--- src/rtl/note_pkg.sv ---
// note_pkg: shared types and constants for the falling-note lane renderer.
// Holds the default screen/lane geometry (also used by the pattern stage),
// the per-lane colours, the renderer FSM state enum and the note slot record.
package note_pkg;

  // Default geometry
  localparam int DEF_N_SLOTS  = 8;
  localparam int DEF_LANE_X0  = 160;
  localparam int DEF_LANE_W   = 80;
  localparam int DEF_NOTE_H   = 16;
  localparam int DEF_SPEED    = 2;
  localparam int DEF_H_ACTIVE = 640;
  localparam int DEF_V_ACTIVE = 480;
  localparam int DEF_HIT_Y    = 440;
  localparam int N_LANES      = 4;

  typedef struct packed {
    logic [7:0] r;
    logic [7:0] g;
    logic [7:0] b;
  } rgb_t;

  // Lane colours; overlapping notes OR these together
  localparam rgb_t COL_LANE0   = '{r: 8'hFF, g: 8'h00, b: 8'h00};
  localparam rgb_t COL_LANE1   = '{r: 8'h00, g: 8'hFF, b: 8'h00};
  localparam rgb_t COL_LANE2   = '{r: 8'h00, g: 8'h00, b: 8'hFF};
  localparam rgb_t COL_LANE3   = '{r: 8'h00, g: 8'hFF, b: 8'hFF};
  localparam rgb_t COL_HITLINE = '{r: 8'hFF, g: 8'hFF, b: 8'hFF};

  typedef enum logic {
    IDLE   = 1'b0,
    UPDATE = 1'b1
  } state_t;

  // One falling note: y is the top row of the note
  typedef struct packed {
    logic       valid;
    logic [3:0] lanes;
    logic [9:0] y;
  } slot_t;

endpackage

--- src/rtl/note_hit_test.sv ---
// note_hit_test: combinational hit test of one note slot against a pixel.
// Ports:
//   slot          - note record (valid, lanes, y)
//   next_x/next_y - pixel being rendered
//   hit[3:0]      - bit L set when the pixel lies on this note in lane L
module note_hit_test
  import note_pkg::*;
#(
  parameter int LANE_X0 = DEF_LANE_X0,
  parameter int LANE_W  = DEF_LANE_W,
  parameter int NOTE_H  = DEF_NOTE_H
) (
  input  slot_t       slot,
  input  logic [9:0]  next_x,
  input  logic [9:0]  next_y,
  output logic [3:0]  hit
);

  logic [10:0] y_end;
  logic        in_rows;

  always_comb begin
    // 11-bit sum so a note near the bottom does not wrap
    y_end   = {1'b0, slot.y} + 11'(NOTE_H);
    in_rows = slot.valid && (next_y >= slot.y) && ({1'b0, next_y} < y_end);
    hit     = '0;
    for (int l = 0; l < N_LANES; l++) begin
      hit[l] = in_rows && slot.lanes[l]
               && ({1'b0, next_x} >= 11'(LANE_X0 + l * LANE_W))
               && ({1'b0, next_x} <  11'(LANE_X0 + (l + 1) * LANE_W));
    end
  end

endmodule

--- src/rtl/note_lane_renderer.sv ---
// note_lane_renderer: holds up to N_SLOTS falling notes, moves them down once
// per frame during vertical blank and renders RGB for the pixel the VGA
// controller requests.
// Ports:
//   CLOCK_25                 - pixel clock, rising edge
//   reset                    - synchronous, active-high
//   spawn_valid/spawn_lanes/spawn_ready - new-note handshake
//   next_x/next_y            - pixel requested by the VGA controller
//   R_out/G_out/B_out        - colour for that pixel, one cycle later
//   miss_pulse               - one cycle per note leaving the screen
//   active_count             - number of occupied slots
//
// Handshake: a note is transferred on a rising edge where spawn_valid and
// spawn_ready are both high. The producer must hold spawn_lanes stable while
// spawn_valid is high and ready is low; spawn_ready never depends on
// spawn_valid. A transfer with spawn_lanes==0 completes but stores nothing.
module note_lane_renderer
  import note_pkg::*;
#(
  parameter int N_SLOTS  = DEF_N_SLOTS,
  parameter int LANE_X0  = DEF_LANE_X0,
  parameter int LANE_W   = DEF_LANE_W,
  parameter int NOTE_H   = DEF_NOTE_H,
  parameter int SPEED    = DEF_SPEED,
  parameter int H_ACTIVE = DEF_H_ACTIVE,
  parameter int V_ACTIVE = DEF_V_ACTIVE,
  parameter int HIT_Y    = DEF_HIT_Y
) (
  input  logic       CLOCK_25,
  input  logic       reset,
  input  logic       spawn_valid,
  input  logic [3:0] spawn_lanes,
  output logic       spawn_ready,
  input  logic [9:0] next_x,
  input  logic [9:0] next_y,
  output logic [7:0] R_out,
  output logic [7:0] G_out,
  output logic [7:0] B_out,
  output logic       miss_pulse,
  output logic [3:0] active_count
);

  localparam int IDX_W = (N_SLOTS > 1) ? $clog2(N_SLOTS) : 1;

  state_t           state;
  logic [IDX_W-1:0] idx;
  slot_t            slots [N_SLOTS];
  rgb_t             pix_q;

  logic             frame_start;
  logic             free_found;
  logic [IDX_W-1:0] free_idx;
  logic             accept;
  logic [10:0]      y_new;
  logic             expire;
  logic [3:0]       hits [N_SLOTS];
  logic [3:0]       lane_hit;
  logic             in_lanes;
  logic             on_line;
  rgb_t             pix;

  assign frame_start = (next_x == 10'd0) && (next_y == 10'(V_ACTIVE));

  // Lowest-index free slot: scan downward so the smallest index wins
  always_comb begin
    free_found = 1'b0;
    free_idx   = '0;
    for (int i = N_SLOTS - 1; i >= 0; i--) begin
      if (!slots[i].valid) begin
        free_found = 1'b1;
        free_idx   = IDX_W'(i);
      end
    end
  end

  assign spawn_ready = !reset && (state == IDLE) && !frame_start && free_found;
  assign accept      = spawn_valid && spawn_ready;

  // Fall step for the slot currently being visited in UPDATE
  assign y_new  = {1'b0, slots[idx].y} + 11'(SPEED);
  assign expire = y_new >= 11'(V_ACTIVE);

  for (genvar s = 0; s < N_SLOTS; s++) begin : g_hit
    note_hit_test #(
      .LANE_X0 (LANE_X0),
      .LANE_W  (LANE_W),
      .NOTE_H  (NOTE_H)
    ) u_hit (
      .slot   (slots[s]),
      .next_x (next_x),
      .next_y (next_y),
      .hit    (hits[s])
    );
  end

  // Pixel colour: notes win over the hit line, which wins over black
  always_comb begin
    lane_hit = '0;
    for (int i = 0; i < N_SLOTS; i++) lane_hit = lane_hit | hits[i];
    in_lanes = (next_x >= 10'(LANE_X0))
               && ({1'b0, next_x} < 11'(LANE_X0 + N_LANES * LANE_W));
    on_line  = (next_y == 10'(HIT_Y)) || (next_y == 10'(HIT_Y + 1));
    pix      = '0;
    if ((next_x < 10'(H_ACTIVE)) && (next_y < 10'(V_ACTIVE))) begin
      if (|lane_hit) begin
        if (lane_hit[0]) pix = rgb_t'(pix | COL_LANE0);
        if (lane_hit[1]) pix = rgb_t'(pix | COL_LANE1);
        if (lane_hit[2]) pix = rgb_t'(pix | COL_LANE2);
        if (lane_hit[3]) pix = rgb_t'(pix | COL_LANE3);
      end else if (in_lanes && on_line) begin
        pix = COL_HITLINE;
      end
    end
  end

  always_ff @(posedge CLOCK_25) begin
    if (reset) begin
      state        <= IDLE;
      idx          <= '0;
      miss_pulse   <= 1'b0;
      active_count <= '0;
      pix_q        <= '0;
      for (int i = 0; i < N_SLOTS; i++) slots[i] <= '0;
    end else begin
      miss_pulse <= 1'b0;
      pix_q      <= pix;
      case (state)
        IDLE: begin
          if (frame_start) begin
            state <= UPDATE;
            idx   <= '0;
          end else if (accept && (spawn_lanes != 4'd0)) begin
            slots[free_idx] <= '{valid: 1'b1, lanes: spawn_lanes, y: 10'd0};
            active_count    <= active_count + 4'd1;
          end
        end
        UPDATE: begin
          if (slots[idx].valid) begin
            if (expire) begin
              slots[idx].valid <= 1'b0;
              miss_pulse       <= 1'b1;
              active_count     <= active_count - 4'd1;
            end else begin
              slots[idx].y <= y_new[9:0];
            end
          end
          if (idx == IDX_W'(N_SLOTS - 1)) state <= IDLE;
          else                            idx   <= idx + 1'b1;
        end
        default: state <= IDLE;
      endcase
    end
  end

  assign R_out = pix_q.r;
  assign G_out = pix_q.g;
  assign B_out = pix_q.b;

endmodule

--- config.mk ---
export PLATFORM = sky130hd
export DESIGN_NAME = note_lane_renderer
export DESIGN_NICKNAME = d
export VERILOG_FILES = /design/src/rtl/note_pkg.sv /design/src/rtl/note_hit_test.sv /design/src/rtl/note_lane_renderer.sv
export SDC_FILE = /design/constraint.sdc
export NUM_CORES = 1
export LEC_CHECK = 0
export BUFFER_PORTS_ARGS = -buffer_cell sky130_fd_sc_hd__clkbuf_2
export CORE_UTILIZATION = 35
export CTS_CLUSTER_SIZE = 40
export DETAILED_ROUTE_END_ITERATION = 8
export PLACE_DENSITY = 0.48
export SKIP_LAST_GASP = 1
export SLEW_MARGIN = 20
export SYNTH_ARGS = -nofsm -noshare
export SYNTH_HDL_FRONTEND = slang
export SYNTH_SLANG_ARGS = --single-unit
--- constraint.sdc ---
create_clock -name CLOCK_25 -period 3.3 [get_ports CLOCK_25]
set_input_delay 0.165 -clock CLOCK_25 [delete_from_list [all_inputs] [get_ports CLOCK_25]]
set_output_delay 0.165 -clock CLOCK_25 [all_outputs]
set_load 0.01 [all_outputs]
Word-level counts from Yosys, hierarchy flattened
Memories as Yosys holds them, arrays and structs flattened. A register that Yosys moved wholly into a read port is not among the register bits.
Index checks and enable logic that the tools add are counted.

storage, ports and cells
  register bits = 33
  memories kept = 1
  bits in writable memories = 120
  input port bits = 27
  logic and storage cells = 257

cells by class
  order comparisons = 28
  multiplexer cells = 58
  eq/ne operators = 10
  bitwise operators = 9
  add/subtract/negate cells = 12
  reductions and logical operators = 132

memory list
  name   words  width  read ports  clocked after Yosys merged registers in  wr ports  line                      text
  slots  8      15     9           1                                        8         note_lane_renderer.sv:47  slot_t slots [N_SLOTS];

operators with widths
  cell                                                   number
  logical AND 1 bit                                      121
  adder 10 x 5 -> 11 bit (second input constant)         8
  < comparator 10 x 11 -> 1 bit                          8
  >= comparator 10 bit                                   8
  two-way mux 24 bit                                     3
  two-way mux 3 bit                                      15
  < comparator 10 x 9 -> 1 bit (second input constant)   4
  two-way mux 16 bit                                     2
  == test 10 x 9 -> 1 bit (second input constant)        3
  >= comparator 10 x 8 -> 1 bit (second input constant)  3
  two-way mux 15 bit                                     2
  OR reduction 15 bit                                    2
  two-way mux 1 bit                                      28
  OR 4 bit                                               7
  >= comparator 10 x 9 -> 1 bit (second input constant)  2
  two-way mux 4 bit                                      4
  adder 10 x 2 -> 11 bit (second input constant)         1
  >= comparator 11 x 9 -> 1 bit (second input constant)  1
  zero test 10 bit                                       1
  < comparator 10 bit (second input constant)            1
  < comparator 10 x 8 -> 1 bit (second input constant)   1
  two-way mux 8 bit                                      1
  one-hot mux 4 bit (2 select lines)                     1
  != test 2 x 1 -> 1 bit (second input constant)         3
  15 further kinds                                       19

Depth between registers and ports, before layout
An unclocked memory read counts as a cell.

  depth after elaboration = 20
  gate-level depth with buffers = 15
  mapped depth without buffers = 14

By module
Synthesis repeated with hierarchy kept, for this count alone.

unflattened totals
  cells, all modules = 1173
  area, all modules = 11546.1 µm²

by module, submodules not included
  module              cells an instance  sequential area each (µm²)  instances  area an instance (µm²)
  note_lane_renderer  525                3903.7                      1          6801.5
  note_hit_test       81                 0.0                         8          593.1

Worst setup path before layout
No wires, ideal clock.

  path kind = register to register
  start point = register with a tool-made name
  end point = memory slots[2][0] (netlist bit), enable pin
  arrival time = 2.694 ns
  path slack = 0.289 ns
  buffers on the path = 4
  cell stages (with the launch flop) = 16
  library setup time = 0.317 ns
  path through = dfxtp_1 > buf_6 > buf_12 > buf_6 > mux4_2 > nand2_1 > nand2_1 > ha_1 > nand2b_2 > mux2i_1 > a31oi_1 > or2_4 > a21boi_2 > or2_1 > buf_6 > nand2b_1

RTL lines
  what       line
  to (decl)  note_lane_renderer.sv:47

==> metrics.yaml <==
sta:
  final-max-slew-violation-count: 0
  tightestPinTransition_ps: 766.7
  min_period_ps: 3191
  setup_viol: 0
  finalClockSkew_ps: 10.48
  max_freq_ghz: 0.3134
  rsz0062_at_grt: "yes"
  timing.hold.ws_ps: 162.6
  slew_headroom: 0.4756
  post-route-period-util: 0.9670
  final_hold_viol_count: 0
  fin_ws_ps: 109.1
final_layout:
  final_common_cell: "ha_1"
  diodes: 0
  drive_above_1_share: 0.2108
  nets: 1377
  multi_input_area_mm2: 0.006305
  synthToLayoutAreaGrowth_pct: 19.59
  final_cell_mix: "ha_1, edfxtp_1, nor2_1"
  fin_area_mm2: 0.01295
  fill_cells: 2926
  layout.area.seq_mm2: 0.003904
floorplanning:
  rows: 64
  core-area_mm2: 0.03051
  start_util: 0.3551
  die_area_mm2: 0.03166
  ios: 57
  die_x_um: 177.9
  die_height_um: 177.9
clock_tree:
  cts_made_buffers: 17
  clock_path_buffers: 2
  htreeDepth: 4
  postCtsHoldBufs: 0
  cts_tree: "yes"
  clk_pin_slew_worst_paths_ps: 60
  cts_root_buf: "clkbuf_16"
  clock_sinks: 135
  clk_latency_ps: 430
setup_path:
  r2r_end: "slots[7][7]"
  cp_max_fo: 10
  worstSetupPathType: "flop to flop"
  worstRegToRegCells: 13
  cp.arrival_ps: 3340
  startpoint_type: "flop"
  cp_data_required_time_ps: 3450
  end_kind: "flop"
  r2r_slack_ps: 110
drt:
  ant_nets: 0
  drtIter0Drc: 662
  viasPerCell: 5.351
  drc_errors: 0
  vias: 8642
  avgRoutedWirePerCell_um: 20.93
  wl_um: 33810
  firstDrtPassIters: 5
power:
  leakage_nw: 5.230
  vdd_ir_drop_max_mv: 0.3730
  finalPower_mw: 4.764
  power_density_mw_per_mm2: 367.7
placed_design:
  io_buffers: 56
  gp_congestion: 0.9020
  place_area_mm2: 0.01211
  pre_cts_slack_ps: 11.12
  hpwl_um: 27260
global_routing:
  antenna_found_initial: 0
  gr-total-overflow: 0
  grt_pass1_wl_um: 51130
  grt_pass1_vias: 8351
  grt_max_degree: 35
  grt_use_total: 0.2211
logic_synthesis:
  synth_area_leaders: "edfxtp_1, ha_1, mux4_2, nor2_1, inv_1"
  ys_ff_latch: 135
  avgSynthCellArea_um2: 10.17
  synth_edf_count: 120
  yosysWarningCount: 0
  synth_top_cell_by_area: "edfxtp_1"
  seq_area_frac_synth: 0.3604
  syn-cell-area_mm2: 0.01083
  syn-instance-count: 1065
  async_flop_share: 0
  post_synth_num_cell_types: 78
  ys.flop_type: "edfxtp_1"
  synth_top_area_frac: 0.3326
worst_hold_path:
  min_path_cells: 3
  worstHoldStart: "next_x[9]"
  hold_end: "G_out[6]"
  hp-class: "primary input to flop"
job:
  drv_cap: 0
outcome:
  status: "complete, no violations"
## state kept, by name, summed over array words and instances (netlist names), named ones only
name / flops
miss_pulse: 1
idx: 3
state: 1
G_out: 1
R_out: 1
slots: 120
B_out: 1
active_count: 4
## metrics by stage
stage | util | TNS (ps) | std cells
3_3_place_gp | 0.3968 | -7.738 | 1570
5_1_grt | 0.4246 | -81.10 | 1615
4_1_cts | 0.4172 | 0 | 1604
6_report | 0.4246 | 0 | 1615
2_1_floorplan | - | 0 | 1072
3_5_place_dp | 0.3968 | 0 | 1570
## power breakdown
part	internal (mW)	switching (mW)	total [mW]
Combinational	0.369	0.470	0.840
Clock	1.13	0.809	1.94
Sequential	1.93	0.0604	1.99
Total	3.42	1.34	4.76
## cells by family (layout without fill, tap and decap cells)
group / Yosys count / after routing / synth area share
AOI/OAI and AO/OA: 194 / 194 / 0.1271
xor gates and xnor gates: 39 / 39 / 0.03153
adders and majority gates: 144 / 144 / 0.1670
buffers and inverters: 150 / 297 / 0.07207
DFF: 135 / 135 / 0.3604
muxes: 40 / 40 / 0.07369
other: 1 / 8 / 0.0003462
and+or+nand+nor: 362 / 362 / 0.1679
## cell usage after synthesis, drive strengths merged (4+ instances only)
cell type and instances:
and3 7, o32ai 4, nor2b 16, o211ai 14, ha 143, o21ai 33
mux2 4, buf 39, clkbuf 6, xnor2 36, a22oi 4, nor3 17
nand4b 4, a2111oi 11, dfxtp 15, nand3 47, and2 34, a211oi 13
o21bai 9, inv 105, o21a 17, mux4 28, o2111ai 8, a31oi 5
mux2i 8, nor4 4, nand2 48, or2 20, nand2b 21, nand4 12
o31ai 4, edfxtp 120, a21oi 32, nor2 117, a21o 5, o221ai 6
nand3b 4, a211o 4
## worst max-delay path, cell delays in order (launching register included)
cell      delay (ps)
dfxtp_1          320
buf_12           150
buf_12           140
mux4_2           320
mux2i_1           60
buf_4            160
or3_1            410
a211o_1          330
o32ai_4          170
or2_4            200
a21boi_4          70
or2_1            280
nand2b_1         130
buf_12           150
## per-layer routing
| layer | vias up | track usage | part of all wire |
|---|---|---|---|
| li1 | 4176 | - | - |
| met1 | 4235 | 0.3141 | 0.48 |
| met2 | 198 | 0.3557 | 0.47 |
| met3 | 33 | 0.02528 | 0.039 |
| met4 | 0 | 0.05413 | 0.016 |
| met5 | - | 0 | 0 |
## worst max path at each step
stage                 from     endpoint  slack [ps]  cells after the start
2_1_floorplan         flop  slots[2][0]         290                     15
3_3_place_gp   slots[6][4]     B_out[6]          -8                     13
3_5_place_dp   slots[4][4]     R_out[6]          10                     12
4_1_cts        slots[6][5]     R_out[6]          10                     13
5_1_grt        slots[3][4]     R_out[6]         -70                     13
6_report              flop  slots[7][7]         110                     13
## layout make-up
class,instances,area share
Sequential cell,135,0.3013
Timing Repair Buffer,160,0.09755
Clock inverter,15,0.01294
Multi-Input combinational cell,787,0.4867
Inverter,105,0.03042
Tap cell,396,0.03825
Clock buffer,17,0.03284
## timing repair
action | 4_1_cts | 5_1_grt
setup buffers | 2 | 11
resized for setup | 4 | 26
pin swaps | 1 | 6
endpoints found under the setup margin | 2 | 155
Note: power is estimated with default switching activity, not from simulation.
